## src/rtl/sweep_tone_gen.sv

```systemverilog
// Swept square-wave tone generator: half-period walks between lo/hi bounds in
// up-wrap, down-wrap, ping-pong or one-shot mode. Define SWEEP_VOLUME_EN for 4-bit PWM volume gating.
module sweep_tone_gen #(
  parameter int HP_W   = 24,
  parameter int RATE_W = 24
) (
  input  logic              i_clk,
  input  logic              i_rst_n,
  input  logic              i_start,
  input  logic              i_stop,
  input  logic [1:0]        i_mode,
  input  logic [HP_W-1:0]   i_lo,
  input  logic [HP_W-1:0]   i_hi,
  input  logic [HP_W-1:0]   i_step,
  input  logic [RATE_W-1:0] i_rate,
`ifdef SWEEP_VOLUME_EN
  input  logic [3:0]        i_vol,
`endif
  output logic              o_pulse,
  output logic              o_busy,
  output logic              o_done,
  output logic [HP_W-1:0]   o_cur
);

  localparam logic [HP_W-1:0]   ONE_HP   = {{(HP_W-1){1'b0}}, 1'b1};
  localparam logic [RATE_W-1:0] ONE_RATE = {{(RATE_W-1){1'b0}}, 1'b1};

  typedef enum logic {IDLE, RUN} state_t;

  typedef struct packed {
    logic [HP_W-1:0] cur;
    logic            dir;
    logic            fin;
  } sweep_t;

  state_t            state, state_nxt;
  logic [1:0]        mode_r, mode_nxt;
  logic [HP_W-1:0]   lo_r, lo_nxt, hi_r, hi_nxt, step_r, step_nxt;
  logic [RATE_W-1:0] rate_r, rate_nxt;
  logic [HP_W-1:0]   cur, cur_nxt, tcnt, tcnt_nxt;
  logic [RATE_W-1:0] rcnt, rcnt_nxt;
  logic              dir, dir_nxt, fin, fin_nxt;
  logic              square, square_nxt, done, done_nxt;
  logic              accept;
  sweep_t            sw;
`ifdef SWEEP_VOLUME_EN
  logic [3:0]        vol_r, vol_nxt, slot, slot_nxt;
`endif

  // One sweep tick; bound tests use HP_W+1 bits so cur+step never wraps silently.
  function automatic sweep_t sweep_apply(input logic [1:0] m, input logic [HP_W-1:0] c,
                                         input logic [HP_W-1:0] lo, input logic [HP_W-1:0] hi,
                                         input logic [HP_W-1:0] st, input logic d);
    logic [HP_W:0] up, floor_v;
    sweep_t r;
    up      = {1'b0, c} + {1'b0, st};
    floor_v = {1'b0, lo} + {1'b0, st};
    r.cur = c;
    r.dir = d;
    r.fin = 1'b0;
    case (m)
      2'b00: r.cur = (up > {1'b0, hi}) ? lo : up[HP_W-1:0];
      2'b01: r.cur = ({1'b0, c} < floor_v) ? hi : c - st;
      2'b10: begin
        if (!d) begin
          if (up > {1'b0, hi}) begin
            r.cur = hi;
            r.dir = 1'b1;
          end else begin
            r.cur = up[HP_W-1:0];
          end
        end else begin
          if ({1'b0, c} < floor_v) begin
            r.cur = lo;
            r.dir = 1'b0;
          end else begin
            r.cur = c - st;
          end
        end
      end
      default: begin
        if (up > {1'b0, hi}) begin
          r.cur = hi;
          r.fin = 1'b1;
        end else begin
          r.cur = up[HP_W-1:0];
        end
      end
    endcase
    return r;
  endfunction

  assign accept = i_start && (i_lo <= i_hi) && (i_rate != '0);

  always_comb begin
    state_nxt  = state;
    mode_nxt   = mode_r;
    lo_nxt     = lo_r;
    hi_nxt     = hi_r;
    step_nxt   = step_r;
    rate_nxt   = rate_r;
    cur_nxt    = cur;
    tcnt_nxt   = tcnt;
    rcnt_nxt   = rcnt;
    dir_nxt    = dir;
    fin_nxt    = fin;
    square_nxt = square;
    done_nxt   = 1'b0;
    sw         = '0;
`ifdef SWEEP_VOLUME_EN
    vol_nxt    = vol_r;
    slot_nxt   = slot + 4'd1;
`endif
    if (i_stop) begin
      state_nxt  = IDLE;
      square_nxt = 1'b0;
      fin_nxt    = 1'b0;
    end else if (accept) begin
      state_nxt  = RUN;
      mode_nxt   = i_mode;
      lo_nxt     = i_lo;
      hi_nxt     = i_hi;
      step_nxt   = i_step;
      rate_nxt   = i_rate;
      cur_nxt    = (i_mode == 2'b01) ? i_hi : i_lo;
      dir_nxt    = (i_mode == 2'b01);
      tcnt_nxt   = '0;
      rcnt_nxt   = '0;
      fin_nxt    = 1'b0;
      square_nxt = 1'b0;
`ifdef SWEEP_VOLUME_EN
      vol_nxt    = i_vol;
      slot_nxt   = 4'd0;
`endif
    end else if (state == RUN) begin
      if (fin) begin
        // One-shot reached hi on the previous tick.
        state_nxt  = IDLE;
        done_nxt   = 1'b1;
        square_nxt = 1'b0;
        fin_nxt    = 1'b0;
      end else begin
        if (cur == '0) begin
          square_nxt = 1'b0;
          tcnt_nxt   = '0;
        end else if (tcnt >= cur - ONE_HP) begin
          square_nxt = ~square;
          tcnt_nxt   = '0;
        end else begin
          tcnt_nxt   = tcnt + ONE_HP;
        end
        if (rcnt == rate_r - ONE_RATE) begin
          rcnt_nxt = '0;
          sw       = sweep_apply(mode_r, cur, lo_r, hi_r, step_r, dir);
          cur_nxt  = sw.cur;
          dir_nxt  = sw.dir;
          fin_nxt  = sw.fin;
        end else begin
          rcnt_nxt = rcnt + ONE_RATE;
        end
      end
    end
  end

  always_ff @(posedge i_clk or negedge i_rst_n) begin
    if (!i_rst_n) begin
      state  <= IDLE;
      mode_r <= '0;
      lo_r   <= '0;
      hi_r   <= '0;
      step_r <= '0;
      rate_r <= '0;
      cur    <= '0;
      tcnt   <= '0;
      rcnt   <= '0;
      dir    <= 1'b0;
      fin    <= 1'b0;
      square <= 1'b0;
      done   <= 1'b0;
`ifdef SWEEP_VOLUME_EN
      vol_r  <= '0;
      slot   <= '0;
`endif
    end else begin
      state  <= state_nxt;
      mode_r <= mode_nxt;
      lo_r   <= lo_nxt;
      hi_r   <= hi_nxt;
      step_r <= step_nxt;
      rate_r <= rate_nxt;
      cur    <= cur_nxt;
      tcnt   <= tcnt_nxt;
      rcnt   <= rcnt_nxt;
      dir    <= dir_nxt;
      fin    <= fin_nxt;
      square <= square_nxt;
      done   <= done_nxt;
`ifdef SWEEP_VOLUME_EN
      vol_r  <= vol_nxt;
      slot   <= slot_nxt;
`endif
    end
  end

  assign o_busy = (state == RUN);
  assign o_done = done;
  assign o_cur  = cur;
`ifdef SWEEP_VOLUME_EN
  assign o_pulse = square & (slot < vol_r);
`else
  assign o_pulse = square;
`endif

endmodule

```

## config.mk

```make
export PLATFORM = sky130hd
export DESIGN_NAME = sweep_tone_gen
export DESIGN_NICKNAME = d
export VERILOG_FILES = /design/src/rtl/sweep_tone_gen.sv
export SDC_FILE = /design/constraint.sdc
export NUM_CORES = 1
export LEC_CHECK = 0
export ABC_AREA = 1
export CAP_MARGIN = 20
export CORE_UTILIZATION = 40
export CTS_CLUSTER_SIZE = 8
export DETAILED_ROUTE_END_ITERATION = 8
export PLACE_DENSITY_LB_ADDON = 0.3
export SLEW_MARGIN = 10
export SYNTH_ARGS = -nofsm -noshare
export SYNTH_HDL_FRONTEND = slang
export SYNTH_SLANG_ARGS = --single-unit
```

## constraint.sdc

```tcl
create_clock -name i_clk -period 7.3 [get_ports i_clk]
set_clock_uncertainty 0.1 [all_clocks]
set_input_delay 1.825 -clock i_clk [delete_from_list [all_inputs] [get_ports i_clk]]
set_output_delay 1.825 -clock i_clk [all_outputs]
set_load 0.01 [all_outputs]
```

==> out/qor.csv, run 1 <==
metric,value,unit
cp.required,7.57,ns
dp_hpwl,53100,um
hold_path_class,reg -> reg,
rr_worst_depth,24,
fin_crit_sh,79.4,%
synth-seq-cells,175,
cp_max_fo,58,
cts_resized,0,
clk_latency,0.47,ns
fill_cells,4595,
hold_buffers,0,
p_leak,9.89,nW
synth-edff-count,0,
status,completed,
grt_pass1_vias,18000,
power_frac_seq,18.0,%
rsz0062_at_grt,no,
dieArea,45300,um^2
placed_area,19600,um^2
max_cap_viol_count,0,
path_cells,ha_1 > inv_1 > fa_1 > o21ai_1 > nand2_1 > nand4_1 > nand2_1 > nand2_1 > a21oi_1 > o311ai_0 > xnor2_1 > ha_1 > nand3_1 > nor3_1 > nand4_1 > nand2_1 > buf_4 > nand2_1 > o21ai_1 > nand2_1 > nand3_1 > nand3b_1 > nand2_1 > nand2_1,
nets,3084,
switching_share,58.5,%
slew_headroom,27.4,%
tns,0,ns
tritoncts,done,
numPortBuffers,128,
comb_power_share,71.9,%
met3_usage,5.38,%
internal_power,3.76,mW
p_per_area,451,nW/um^2
switchingPower,5.31,mW
die_width,213,um
final_cell_count_no_fill,3406,
crit_top_cell,nand2_1,
top_level_ports,129,
drtIter0Drc,2189,
fmax,172,MHz
drt_wl_total,68100,um
cts_root_buffer,clkbuf_16,
async_flop_share,100,%
syn_area,17800,um^2
avgSynthCellArea,6.51,um^2
drcViolationCount,0,
peakVddDrop,225,uV
slew_violations,0,
gr-usage-all-layers,30.6,%
r2r_slack,1.50,ns
gp_congestion,1.00,
synth.net_count,3005,
ys.flop_type,dfrtp_1,
setup_violations,0,
hold_violations,0,
num_antenna_cells,0,
cp_slowest_cell,nand4_1,
crit_path_start,step_r[0],
top_usage_layer,met2,
post_drt_wl_per_cell,20.0,um
grt_pass1_wl,105000,um
drt_first_pass_iters,6,
clock_power_share,10.1,%
ys_warn_count,0,
drive_above_1_share,3.37,%
syn_inst,2730,
design.core.area,43500,um^2
final_area,20100,um^2
grt.met2_usage,45.1,%
r2r-end,o_cur[14],
grt_max_degree,95,
antenna_found_initial,0,
area_delta_synth_final,13.2,%
use_met1,44.7,%
ant_nets,0,
numCtsBuffers,17,
r2r-start,step_r[0],
startpoint_type,flip-flop,
clk_pin_slew_worst_paths,0.07,ns
post-route-min-period,5.80,ns
cts_htree_levels,4,
critPathCaptureType,flip-flop,
mostFrequentLayoutCell,nand2_1,
dp.cells,3375,
clk_path_buf_depth,2,
initial_core_util,40.9,%
grt_overflow,0,
endpoint,o_cur[14],
post-cts-setup-buffers,0,
final_cell_mix,"nand2_1, inv_1, nor2_1, o21ai_0, dfrtp_1",
viasPerCell,5.55,
die_h,213,um
rows,76,
yosysUniqueCellTypes,53,
ys_seq_area_share,24.6,%
utilization,46.3,%
cpPeakStageDelay,0.78,ns
tightestPinTransition,1.08,ns
cts_sinks,175,
worst-setup-path-type,reg -> reg,
cp_data_arrival_time,6.06,ns
vias,18900,
-- Yosys cell counts, types with 3 or more instances --
master | count | share of area (%)
nor4_1 | 23 | 0.81
nor3_1 | 47 | 1.3
and3_1 | 4 | 0.14
inv_1 | 350 | 7.4
buf_1 | 5 | 0.11
a21o_1 | 8 | 0.34
nor2_2 | 15 | 0.53
dfrtp_1 | 175 | 25
fa_1 | 3 | 0.34
a21oi_1 | 129 | 3.6
o221ai_1 | 3 | 0.15
nand3_1 | 164 | 4.6
a31oi_1 | 4 | 0.14
o21bai_1 | 5 | 0.21
clkbuf_1 | 55 | 1.2
clkinv_1 | 4 | 0.084
nor3b_1 | 4 | 0.17
nand4_1 | 78 | 2.7
ha_1 | 170 | 12
o21a_1 | 6 | 0.25
o21ai_1 | 13 | 0.37
o211ai_1 | 16 | 0.68
nand3b_1 | 19 | 0.80
inv_2 | 3 | 0.063
nand2_4 | 3 | 0.19
xnor2_1 | 41 | 2.0
o21ai_0 | 188 | 5.3
buf_6 | 4 | 0.25
buf_2 | 23 | 0.65
xor2_1 | 106 | 5.2
nor2_1 | 236 | 5.0
nand2_1 | 774 | 16
o22ai_1 | 21 | 0.74
nor2_4 | 3 | 0.19
-- worst min path at each step --
stage | to | start | slack (ns) | cells after the start
2_1_floorplan | hi_r[19] | hi_r[19] | 0.35 | 2
3_3_place_gp | hi_r[19] | hi_r[19] | 0.38 | 2
3_5_place_dp | hi_r[23] | hi_r[23] | 0.38 | 2
4_1_cts | hi_r[23] | hi_r[23] | 0.40 | 2
5_1_grt | hi_r[19] | hi_r[19] | 0.42 | 2
6_report | hi_r[19] | hi_r[19] | 0.40 | 2
-- critical path, delay by kind of cell (launching register included) --
kind,cells,cell delay [ns]
compound gates,4,0.88
xor+xnor,1,0.11
fa+ha+maj,3,1.00
flops,1,0.47
simple gates,14,2.47
buf+inv,2,0.63
-- sequential cells by signal, summed over array words and instances (netlist names), 2 cells and up --
name and cells:
lo_r 24, mode_r 2, hi_r 24, o_cur 24, tcnt 24, rate_r 24
rcnt 24, step_r 24
-- power by group through the flow --
stage	clock network (mW)	registers, mW	logic (mW)
detailed placement	0	1.63	6.31
finish	0.919	1.63	6.52
global route	0.963	1.64	7.22
CTS	0.930	1.61	6.35
floorplan	0	1.46	4.34
global placement	0	1.62	6.20
-- metrics by stage --
| stage | hold slack, ns | setup slack [ns] | total power, mW |
|---|---|---|---|
| after floorplan | 0.353 | 3.19 | 5.80 |
| after global placement | 0.378 | 1.62 | 7.82 |
| after detailed placement | 0.380 | 1.58 | 7.94 |
| after CTS | 0.397 | 1.63 | 8.89 |
| after global routing | 0.416 | 1.07 | 9.82 |
| final | 0.399 | 1.50 | 9.07 |
-- layer usage --
metal	routed length [um]	up-vias
met4	1720	0
met1	31100	8805
met3	6950	106
li1	-	9056
met5	0	-
met2	28400	934
-- kinds of logic after synthesis --
logic type	after synthesis	share of synthesized area, %
AND/OR/NAND/NOR	1386	33.7
buffers and inverters	447	9.83
XOR/XNOR	147	7.25
flip-flops	175	24.6
AO/OA/AOI/OAI	402	12.3
adder cells (fa/ha/maj)	173	12.3
-- area by class of cell --
| type | count | area, um^2 | share of cell area [%] |
|---|---|---|---|
| inverter | 358 | 1350 | 6.71 |
| clock inverter | 10 | 80.1 | 0.398 |
| tap | 585 | 732 | 3.64 |
| clock buffer | 21 | 470 | 2.34 |
| timing repair buffer | 149 | 1450 | 7.21 |
| sequential | 175 | 4380 | 21.8 |
| multi-input combinational | 2108 | 11700 | 57.9 |
(Power assumes the default switching activity.)
==> inputs of run 2 (changes only) <==
- clock period: 7.3 -> 5.6 ns (I/O delays scaled with it)
==> out/qor.csv, run 2 (synthesis results as in run 1) <==
metric,value,unit
max_cap_viol_count,0,
peakVddDrop,488,uV
rsz0062_at_grt,no,
rr_worst_depth,25,
multiInputGateArea,11700,um^2
ff_latch_area,4380,um^2
clk_path_buf_depth,2,
status,completed,
cts_htree_levels,4,
numCtsBuffers,17,
tritoncts,done,
fmax,199,MHz
numPortBuffers,128,
fill_cells,4517,
startpoint_type,flip-flop,
tns,0,ns
final_area,20400,um^2
cp.required,5.89,ns
final_cell_mix,"nand2_1, inv_1, nor2_1, o21ai_0, dfrtp_1",
initial_core_util,40.9,%
critPathCaptureType,flip-flop,
gp_congestion,1.02,
fin_crit_sh,89.9,%
die_width,213,um
hold_buffers,0,
post-route-min-period,5.03,ns
grt_overflow,0,
die_h,213,um
dp_hpwl,55700,um
drive_above_1_share,4.28,%
placed_area,19800,um^2
ant_nets,0,
area_delta_synth_final,15.0,%
gr-usage-all-layers,31.6,%
cts_root_buffer,clkbuf_16,
worst-setup-path-type,reg -> reg,
drt_first_pass_iters,6,
grt_pass1_wl,106000,um
whs_path_depth,2,
setup_violations,0,
clk_latency,0.49,ns
hold_violations,0,
mostFrequentLayoutCell,nand2_1,
grt_pass1_vias,17600,
p_per_area,598,nW/um^2
grt_max_degree,94,
slew_headroom,24.1,%
cts_resized,0,
hold_path_class,reg -> reg,
clk_pin_slew_worst_paths,0.08,ns
p_leak,10.1,nW
num_antenna_cells,0,
cp_max_fo,58,
post_drt_wl_per_cell,20.7,um
viasPerCell,5.56,
drtIter0Drc,1852,
drcViolationCount,0,
drt_wl_total,70900,um
slew_violations,0,
rows,76,
antenna_found_initial,2,
nets,3110,
post-cts-setup-buffers,0,
vias,19100,
cts_sinks,175,
dieArea,45300,um^2
top_level_ports,129,
tightestPinTransition,1.14,ns
cp_data_arrival_time,5.32,ns
design.core.area,43500,um^2
==> run 2: changes by cell type in the layout (fill, tap and decap cells not counted), sizes merged <==
cell and delta:
buf +26, clkinvlp -4, bufinv +3, clkinv +2, clkbuf -1, inv +1
==> run 2: through the flow <==
| stage | setup WS [ns] | instances | power [mW] | util, % | hold WS (ns) |
|---|---|---|---|---|---|
| after floorplan | 1.49 | 2730 | 7.56 | - | 0.353 |
| after global placement | 0.645 | 3401 | 10.5 | 45.6 | 0.379 |
| after detailed placement | 0.508 | 3401 | 10.6 | 45.6 | 0.384 |
| after CTS | 0.690 | 3433 | 12.0 | 47.0 | 0.401 |
| after global routing | 0.188 | 3433 | 13.2 | 47.0 | 0.430 |
| final | 0.565 | 3433 | 12.2 | 47.0 | 0.400 |
==> run 2: cell type report <==
| class | count | area share, % |
|---|---|---|
| Inverter | 358 | 6.60 |
| Multi-Input combinational cell | 2108 | 57.0 |
| Tap cell | 585 | 3.58 |
| Sequential cell | 175 | 21.4 |
| Clock buffer | 20 | 2.23 |
| Timing Repair Buffer | 175 | 8.32 |
| Clock inverter | 12 | 0.845 |
==> run 2: final timing paths <==
| kind | from | endpoint | slack (ns) |
|---|---|---|---|
| worst max-delay path | lo_r[0] | o_cur[6] | 0.57 |
| worst min register to register | hi_r[23] | hi_r[23] | 0.40 |
| worst min-delay path | hi_r[23] | hi_r[23] | 0.40 |
| max in group asynchronous | i_rst_n | rate_r[22] | 3.57 |
| min in group asynchronous | i_rst_n | step_r[17] | 0.83 |
| worst max register to register | lo_r[0] | o_cur[6] | 0.57 |
==> run 2: worst max-delay path: stages, from the launching register on <==
cell and delay, ns:
dfrtp_1 0.49, ha_1 0.33, inv_1 0.10, fa_1 0.40, o21ai_1 0.30, nand2_1 0.09, nand4_1 0.09, buf_4 0.15
nand2_1 0.05, nand2_1 0.10, a21oi_1 0.10, o311ai_0 0.38, xnor2_1 0.15, ha_1 0.31, nand3_1 0.10, nor3_1 0.21
nand4_1 0.28, nand2_1 0.21, buf_12 0.27, nand2_1 0.19, o21ai_0 0.12, nand2_1 0.07, nand3_1 0.09, nand3b_1 0.08
nand2_1 0.09, nand2_1 0.06
==> run 2: metal layers <==
metal | up-vias | global-route usage [%] | part of all wire (%)
met3 | 129 | 9.32 | 10
met4 | 2 | 12.0 | 3.4
met5 | - | 0 | 0.013
met2 | 890 | 45.6 | 41
li1 | 9110 | - | -
met1 | 8948 | 44.1 | 45
==> run 2: power breakdown <==
part / switching [mW] / total, mW / internal [mW]
registers: 0.405 / 1.95 / 1.54
clock network: 0.601 / 1.34 / 0.738
logic: 6.01 / 8.94 / 2.92
total: 7.02 / 12.2 / 5.20
